$ cat config.mk
export PLATFORM = sky130hd
export DESIGN_NAME = loss_accuracy_unit
export DESIGN_NICKNAME = d
export VERILOG_FILES = /design/src/rtl/loss_accuracy_unit.sv
export SDC_FILE = /design/constraint.sdc
export NUM_CORES = 1
export LEC_CHECK = 0
export BUFFER_PORTS_ARGS = -buffer_cell sky130_fd_sc_hd__buf_4
export CORE_UTILIZATION = 43
export CTS_CLUSTER_SIZE = 20
export DETAILED_ROUTE_END_ITERATION = 8
export GPL_TIMING_DRIVEN = 0
export PLACE_DENSITY_LB_ADDON = 0.08
export RECOVER_POWER = 50
export SLEW_MARGIN = 15
export SYNTH_ARGS = -nofsm -noshare
export SYNTH_HDL_FRONTEND = slang
export SYNTH_SLANG_ARGS = --single-unit
$ cat constraint.sdc
create_clock -name i_clk -period 27.6 [get_ports i_clk]
set_input_delay 0 -clock i_clk [delete_from_list [all_inputs] [get_ports i_clk]]
set_output_delay 0 -clock i_clk [all_outputs]
set_load 0.01 [all_outputs]
$ cat src/rtl/loss_accuracy_unit.sv
// rtl/loss_accuracy_unit.sv - output error, squared-error loss, argmax and batch counters after the FC layer
module loss_accuracy_unit #(
    parameter int DATA_W      = 16,
    parameter int FRAC_BITS   = 8,
    parameter int NUM_CLASSES = 10,
    parameter int BATCH_SIZE  = 32,
    parameter int LOSS_W      = 32
) (
    input  logic                     i_clk,
    input  logic                     i_reset,
    input  logic                     i_start,
    input  logic [3:0]               i_label_idx,
    input  logic                     i_fc_valid,
    output logic                     o_fc_ready,
    input  logic signed [DATA_W-1:0] i_fc_data,
    input  logic [3:0]               i_fc_addr,
    output logic                     o_err_valid,
    input  logic                     i_err_ready,
    output logic [DATA_W-1:0]        o_err_data,
    output logic [3:0]               o_err_addr,
    output logic                     o_sample_done,
    output logic [3:0]               o_pred_class,
    output logic                     o_pred_correct,
    output logic                     o_batch_done,
    output logic [LOSS_W-1:0]        o_batch_loss,
    output logic [7:0]               o_batch_correct,
    output logic                     o_protocol_err
);

    localparam int CNT_W = (BATCH_SIZE > 1) ? $clog2(BATCH_SIZE) : 1;
    localparam logic signed [DATA_W:0] TARGET_ONE = (DATA_W+1)'(1) << FRAC_BITS;

    typedef enum logic [1:0] {S_IDLE, S_ACCUM, S_REPORT} state_t;

    state_t                    r_state;
    state_t                    w_state_next;
    logic [3:0]                r_label;
    logic [3:0]                r_idx;
    logic [LOSS_W-1:0]         r_sample_loss;
    logic signed [DATA_W-1:0]  r_max;
    logic [3:0]                r_max_idx;
    logic                      r_err_valid;
    logic [DATA_W-1:0]         r_err_data;
    logic [3:0]                r_err_addr;
    logic                      r_sample_done;
    logic [3:0]                r_pred_class;
    logic                      r_pred_correct;
    logic                      r_batch_done;
    logic [LOSS_W-1:0]         r_batch_loss;
    logic [7:0]                r_batch_correct;
    logic [LOSS_W-1:0]         r_batch_loss_acc;
    logic [7:0]                r_correct_acc;
    logic [CNT_W-1:0]          r_sample_cnt;
    logic                      r_protocol_err;

    logic                      w_fc_ready;
    logic                      w_accept;
    logic                      w_last;
    logic signed [DATA_W:0]    w_target;
    logic signed [DATA_W:0]    w_diff_wide;
    logic [DATA_W-1:0]         w_diff;
    logic [DATA_W-1:0]         w_mag;
    logic [2*DATA_W-1:0]       w_sq;
    logic [2*DATA_W-1:0]       w_sq_shift;
    logic [LOSS_W:0]           w_loss_sum;
    logic [LOSS_W-1:0]         w_loss_sat;
    logic                      w_new_max;
    logic                      w_correct;
    logic [LOSS_W:0]           w_batch_sum;
    logic [LOSS_W-1:0]         w_batch_sat;
    logic [7:0]                w_correct_sum;

    // The single error slot may accept a new element in the same cycle it is drained.
    assign w_fc_ready = (r_state == S_ACCUM) && (!r_err_valid || i_err_ready);
    assign w_accept   = i_fc_valid && w_fc_ready;
    assign w_last     = (r_idx == 4'(NUM_CLASSES - 1));

    assign w_target    = (r_idx == r_label) ? TARGET_ONE : '0;
    assign w_diff_wide = {i_fc_data[DATA_W-1], i_fc_data} - w_target;

    // Saturate the 17-bit difference, then square its magnitude; -32768 squares as +32768.
    always_comb begin
        w_diff = w_diff_wide[DATA_W-1:0];
        if (w_diff_wide[DATA_W] ^ w_diff_wide[DATA_W-1]) begin
            w_diff = w_diff_wide[DATA_W] ? {1'b1, {(DATA_W-1){1'b0}}} : {1'b0, {(DATA_W-1){1'b1}}};
        end
        w_mag       = w_diff[DATA_W-1] ? (~w_diff + 1'b1) : w_diff;
        w_sq        = w_mag * w_mag;
        w_sq_shift  = w_sq >> FRAC_BITS;
        w_loss_sum  = {1'b0, r_sample_loss} + (LOSS_W+1)'(w_sq_shift);
        w_loss_sat  = w_loss_sum[LOSS_W] ? '1 : w_loss_sum[LOSS_W-1:0];
        w_new_max   = (r_idx == 4'd0) || (i_fc_data > r_max);
        w_correct   = (r_max_idx == r_label);
        w_batch_sum = {1'b0, r_batch_loss_acc} + {1'b0, r_sample_loss};
        w_batch_sat = w_batch_sum[LOSS_W] ? '1 : w_batch_sum[LOSS_W-1:0];
        w_correct_sum = r_correct_acc + {7'd0, w_correct};
    end

    // FSM state register.
    always_ff @(posedge i_clk) begin
        if (i_reset) begin
            r_state <= S_IDLE;
        end else begin
            r_state <= w_state_next;
        end
    end

    // FSM next state: a sample ends when the last class index is accepted.
    always_comb begin
        w_state_next = r_state;
        case (r_state)
            S_IDLE:   if (i_start) w_state_next = S_ACCUM;
            S_ACCUM:  if (w_accept && w_last) w_state_next = S_REPORT;
            S_REPORT: w_state_next = S_IDLE;
            default:  w_state_next = S_IDLE;
        endcase
    end

    // Datapath: error slot, per-sample accumulation and per-batch counters.
    always_ff @(posedge i_clk) begin
        if (i_reset) begin
            r_label          <= '0;
            r_idx            <= '0;
            r_sample_loss    <= '0;
            r_max            <= '0;
            r_max_idx        <= '0;
            r_err_valid      <= 1'b0;
            r_err_data       <= '0;
            r_err_addr       <= '0;
            r_sample_done    <= 1'b0;
            r_pred_class     <= '0;
            r_pred_correct   <= 1'b0;
            r_batch_done     <= 1'b0;
            r_batch_loss     <= '0;
            r_batch_correct  <= '0;
            r_batch_loss_acc <= '0;
            r_correct_acc    <= '0;
            r_sample_cnt     <= '0;
            r_protocol_err   <= 1'b0;
        end else begin
            r_sample_done <= 1'b0;
            r_batch_done  <= 1'b0;

            if (w_accept) begin
                r_err_valid <= 1'b1;
                r_err_data  <= w_diff;
                r_err_addr  <= r_idx;
            end else if (i_err_ready) begin
                r_err_valid <= 1'b0;
            end

            case (r_state)
                S_IDLE: begin
                    if (i_start) begin
                        r_label       <= i_label_idx;
                        r_idx         <= '0;
                        r_sample_loss <= '0;
                        r_max         <= '0;
                        r_max_idx     <= '0;
                    end
                end
                S_ACCUM: begin
                    if (w_accept) begin
                        r_sample_loss <= w_loss_sat;
                        if (w_new_max) begin
                            r_max     <= i_fc_data;
                            r_max_idx <= r_idx;
                        end
                        if (i_fc_addr != r_idx) begin
                            r_protocol_err <= 1'b1;
                        end
                        r_idx <= r_idx + 4'd1;
                    end
                end
                S_REPORT: begin
                    r_sample_done  <= 1'b1;
                    r_pred_class   <= r_max_idx;
                    r_pred_correct <= w_correct;
                    if (r_sample_cnt == CNT_W'(BATCH_SIZE - 1)) begin
                        r_batch_done     <= 1'b1;
                        r_batch_loss     <= w_batch_sat;
                        r_batch_correct  <= w_correct_sum;
                        r_batch_loss_acc <= '0;
                        r_correct_acc    <= '0;
                        r_sample_cnt     <= '0;
                    end else begin
                        r_batch_loss_acc <= w_batch_sat;
                        r_correct_acc    <= w_correct_sum;
                        r_sample_cnt     <= r_sample_cnt + 1'b1;
                    end
                end
                default: ;
            endcase
        end
    end

    assign o_fc_ready      = w_fc_ready;
    assign o_err_valid     = r_err_valid;
    assign o_err_data      = r_err_data;
    assign o_err_addr      = r_err_addr;
    assign o_sample_done   = r_sample_done;
    assign o_pred_class    = r_pred_class;
    assign o_pred_correct  = r_pred_correct;
    assign o_batch_done    = r_batch_done;
    assign o_batch_loss    = r_batch_loss;
    assign o_batch_correct = r_batch_correct;
    assign o_protocol_err  = r_protocol_err;

endmodule
==> report_table.html <==
<table>
<tr><th>Metric</th><th>Value</th></tr>
<tr><th colspan="2">Synth</th></tr>
<tr><td>Sequential share of the synthesized area</td><td>0.2007</td></tr>
<tr><td>Yosys reg bits</td><td>about 180</td></tr>
<tr><td>Number of instances in the synthesized netlist</td><td>between 2000 and 2500</td></tr>
<tr><td>Library cells used by synthesis</td><td>87</td></tr>
<tr><td>Number of warnings printed during yosys synthesis</td><td>0</td></tr>
<tr><td>Top cells by area, synth</td><td>dfxtp_1 (20%), fa_1 (19%), ha_1 (13%)</td></tr>
<tr><td>Post-synth EDFFs</td><td>0</td></tr>
<tr><td>Fraction of registers with async set or reset after synthesis</td><td>0</td></tr>
<tr><td>Share of Yosys cell area claimed by the top area cell type</td><td>0.2007</td></tr>
<tr><td>Post-synthesis cell area</td><td>17550 µm²</td></tr>
<tr><td>Synth area leader</td><td>dfxtp_1</td></tr>
<tr><td>Mean post-synth cell area</td><td>about 8.4 µm²</td></tr>
<tr><td>Top flip-flop cell by instance count after synthesis</td><td>dfxtp_1</td></tr>
<tr><th colspan="2">Global route</th></tr>
<tr><td>Number of global-route vias before repair</td><td>between 15000 and 20000</td></tr>
<tr><td>Pin count of the biggest net entering global routing</td><td>17</td></tr>
<tr><td>Overflow left after global routing</td><td>0</td></tr>
<tr><td>Global-route usage over all layers</td><td>0.2521</td></tr>
<tr><td>First-pass GRT wire length</td><td>roughly 82 mm</td></tr>
<tr><td>Antenna violations before repair</td><td>0</td></tr>
<tr><th colspan="2">Route</th></tr>
<tr><td>Average wire per cell in the routed design</td><td>~18 µm</td></tr>
<tr><td>Number of design-rule violations left by the first detailed-router iteration</td><td>between 800 and 900</td></tr>
<tr><td>Final routed DRC violation total</td><td>0</td></tr>
<tr><td>Via count</td><td>14870</td></tr>
<tr><td>Number of optimization iterations in the first detailed-route pass</td><td>5</td></tr>
<tr><td>Total Wirelength</td><td>50.69 mm</td></tr>
<tr><td>Post-detailed-route via-to-cell ratio</td><td>~5.4</td></tr>
<tr><td>Remaining number of nets flagged by the antenna check after routing</td><td>0</td></tr>
<tr><th colspan="2">Timing</th></tr>
<tr><td>Setup TNS</td><td>0 ns</td></tr>
<tr><td>Max-slew headroom</td><td>0.2165</td></tr>
<tr><td>Total count of max-transition violations in the final report</td><td>0</td></tr>
<tr><td>Measured slew at the worst slew-check pin</td><td>1.175 ns</td></tr>
<tr><td>Unrepaired setup endpoints after global routing</td><td>no</td></tr>
<tr><td>Final setup vio count</td><td>0</td></tr>
<tr><td>Post-route minimum period</td><td>about 15 ns</td></tr>
<tr><td>Maximum clock frequency</td><td>0.06522 GHz</td></tr>
<tr><td>Number of hold-slack violations in the final timing report</td><td>0</td></tr>
<tr><td>Final setup skew</td><td>roughly 0.014 ns</td></tr>
<tr><td>Post-route fraction of the period consumed by the critical path</td><td>0.5556</td></tr>
<tr><th colspan="2">Layout</th></tr>
<tr><td>Layout overhead on the synthesized area</td><td>11.54%</td></tr>
<tr><td>Most common cell after layout, fill and taps aside</td><td>inv_1</td></tr>
<tr><td>Count of nets after finishing</td><td>2606</td></tr>
<tr><td>Share of post-route cells with drive strength above 1</td><td>0.04357</td></tr>
<tr><td>Commonest cells after routing, fill and taps aside</td><td>inv_1 (269), nand2_1 (217), ha_1 (178)</td></tr>
<tr><th colspan="2">Critical path</th></tr>
<tr><td>Slowest cell on the critical path</td><td>o21ai_0</td></tr>
<tr><td>Data required, critical path</td><td>roughly 28 ns</td></tr>
<tr><td>Endpoint type of the worst setup path</td><td>flop</td></tr>
<tr><td>Worst EP arrival</td><td>15.64 ns</td></tr>
<tr><td>Reg2reg setup slack</td><td>12.27 ns</td></tr>
<tr><td>Critical setup path kind</td><td>flop to flop</td></tr>
<tr><td>Maximum net fanout on the critical path</td><td>10</td></tr>
<tr><td>Largest incremental delay on the critical path</td><td>0.82 ns</td></tr>
<tr><td>Startpoint Class</td><td>flop</td></tr>
<tr><td>CP most frequent cell</td><td>inv_1</td></tr>
<tr><th colspan="2">Run status</th></tr>
<tr><td>Run status</td><td>complete, no violations</td></tr>
<tr><th colspan="2">Die</th></tr>
<tr><td>X dimension of the die</td><td>204.1 µm</td></tr>
<tr><td>Die height</td><td>slightly above 200 µm</td></tr>
<tr><td>Floorplan row count</td><td>73</td></tr>
<tr><td>Effective utilization at floorplan</td><td>0.4388</td></tr>
<tr><td>Die Outline Area</td><td>about 42000 µm²</td></tr>
<tr><td>Core area</td><td>between 40000 and 50000 µm²</td></tr>
<tr><td># IOs</td><td>slightly below 100</td></tr>
<tr><th colspan="2">Flow run</th></tr>
<tr><td># Max-Cap Violations</td><td>0</td></tr>
<tr><th colspan="2">Clock network</th></tr>
<tr><td>Clock Tree Root</td><td>clkbuf_16</td></tr>
<tr><td>Number of gates resized after CTS</td><td>0</td></tr>
<tr><td>Clock latency reported for the late side of the worst-skew pair</td><td>between 0.4 and 0.5 ns</td></tr>
<tr><td>Number of levels in the clock H-tree</td><td>4</td></tr>
<tr><td>CTS Sinks</td><td>roughly 180</td></tr>
<tr><td>Maximum buffer depth of the clock tree</td><td>2</td></tr>
<tr><td>Post CTS Setup Buffer Count</td><td>0</td></tr>
<tr><td>TritonCTS clock tree</td><td>done</td></tr>
<tr><td>Clock slew at the register clock pins of the worst setup and hold paths</td><td>0.07 ns</td></tr>
<tr><td>Total CTS buffers</td><td>17</td></tr>
<tr><th colspan="2">Hold path</th></tr>
<tr><td>Worst Hold Class</td><td>input port to flop</td></tr>
<tr><th colspan="2">Place</th></tr>
<tr><td>I/O Buffers</td><td>97</td></tr>
<tr><td>Placed wire-length estimate</td><td>41.27 mm</td></tr>
<tr><td>RD Place Congestion</td><td>0.8978</td></tr>
</table>
[per-layer routing]
layer	wire length (µm)	share of wire	vias up	track usage
met2	24680	0.49	265	0.4342
met4	1153	0.023	0	0.07569
li1	-	-	7324	-
met1	23240	0.46	7225	0.3287
met3	1617	0.032	51	0.03077
met5	0	0	-	0
[stage by stage]
stage | instance area [µm²] | utilization | setup WS [ns] | instances | hold slack, ns
final | 19580 | 0.4894 | 12.27 | 2775 | 0.04192
after detailed placement | 18980 | 0.4744 | 12.36 | 2719 | 0.2602
after CTS | 19840 | 0.4959 | 12.25 | 2774 | 0.02687
after floorplan | 17590 | - | 16.16 | 2096 | 0.1360
after global routing | 19580 | 0.4894 | 11.45 | 2774 | 0.03820
after global placement | 18970 | 0.4743 | 12.35 | 2718 | 0.2538
[synthesized netlist by cell type, types with 33 or more instances]
cell type,count
inv_1,269
fa_1,163
ha_1,178
a21o_1,62
nand2_1,217
nor2_1,150
o21ai_0,98
clkbuf_1,69
dfxtp_1,176
nand2b_1,50
xor2_1,45
nand3_1,33
nor3_1,43
xnor2_1,58
a21oi_1,141
[layout make-up]
| class | count | area, µm² |
|---|---|---|
| repair buffers | 121 | 700.7 |
| well taps | 525 | 656.9 |
| inverters | 276 | 1037 |
| diodes | 1 | 2.502 |
| clock buffers | 21 | 480.5 |
| fillers | 4009 | 20430 |
| multi-input cells | 1562 | 12710 |
| clock inverters | 11 | 151.4 |
| plain buffers | 82 | 320.3 |
| flip-flops and latches | 176 | 3523 |
[worst max-delay path, delay by kind of cell (launching register included)]
| kind | cells | cell delay [ns] |
|---|---|---|
| flip-flops | 1 | 0.37 |
| AND/OR/NAND/NOR | 6 | 1.70 |
| AO/OA/AOI/OAI | 15 | 5.14 |
| buffers and inverters | 14 | 2.63 |
| adder cells (fa/ha/maj) | 11 | 4.71 |
| XOR/XNOR | 4 | 0.66 |
[worst paths after layout]
kind / from / end / depth (start not counted)
setup / recovery: r_idx[0]$_SDFFE_PP0P_ / r_sample_loss[23]$_SDFFE_PP0P_ / 50
hold / removal: i_fc_data[10] / r_max[10]$_SDFFE_PP0P_ / 4
setup reg to reg: r_idx[0]$_SDFFE_PP0P_ / r_sample_loss[23]$_SDFFE_PP0P_ / 50
hold reg to reg: o_batch_loss[8]$_SDFFE_PP0P_ / o_batch_loss[8]$_SDFFE_PP0P_ / 2
[flip-flops by register name, indices dropped and copies added, names as in the netlist]
signal,flops
o_batch_loss,32
r_batch_loss_acc,32
r_sample_loss,32
o_err_data,16
r_max,16
o_batch_correct,8
r_correct_acc,8
r_sample_cnt,5
o_err_addr,4
o_pred_class,4
r_idx,4
r_label,4
r_max_idx,4
r_state,2
o_batch_done,1
o_err_valid,1
o_pred_correct,1
o_protocol_err,1
o_sample_done,1
[repair_timing]
item	in CTS	in global routing
endpoints found under the setup margin	0	0
hold buffers	23	0
hold endpoints to repair	27	0
[cells by family after synthesis]
| family | share of synthesized area |
|---|---|
| AND/OR/NAND/NOR | 0.1643 |
| AO/OA/AOI/OAI | 0.1763 |
| buffers and inverters | 0.07733 |
| adder cells (fa/ha/maj) | 0.3128 |
| flip-flops | 0.2007 |
| XOR/XNOR | 0.05324 |
| multiplexers | 0.01490 |
| other | 0.0004278 |
Power is not shown: default switching activity piles up to over one toggle a cycle in this logic, so the estimate is an artifact.
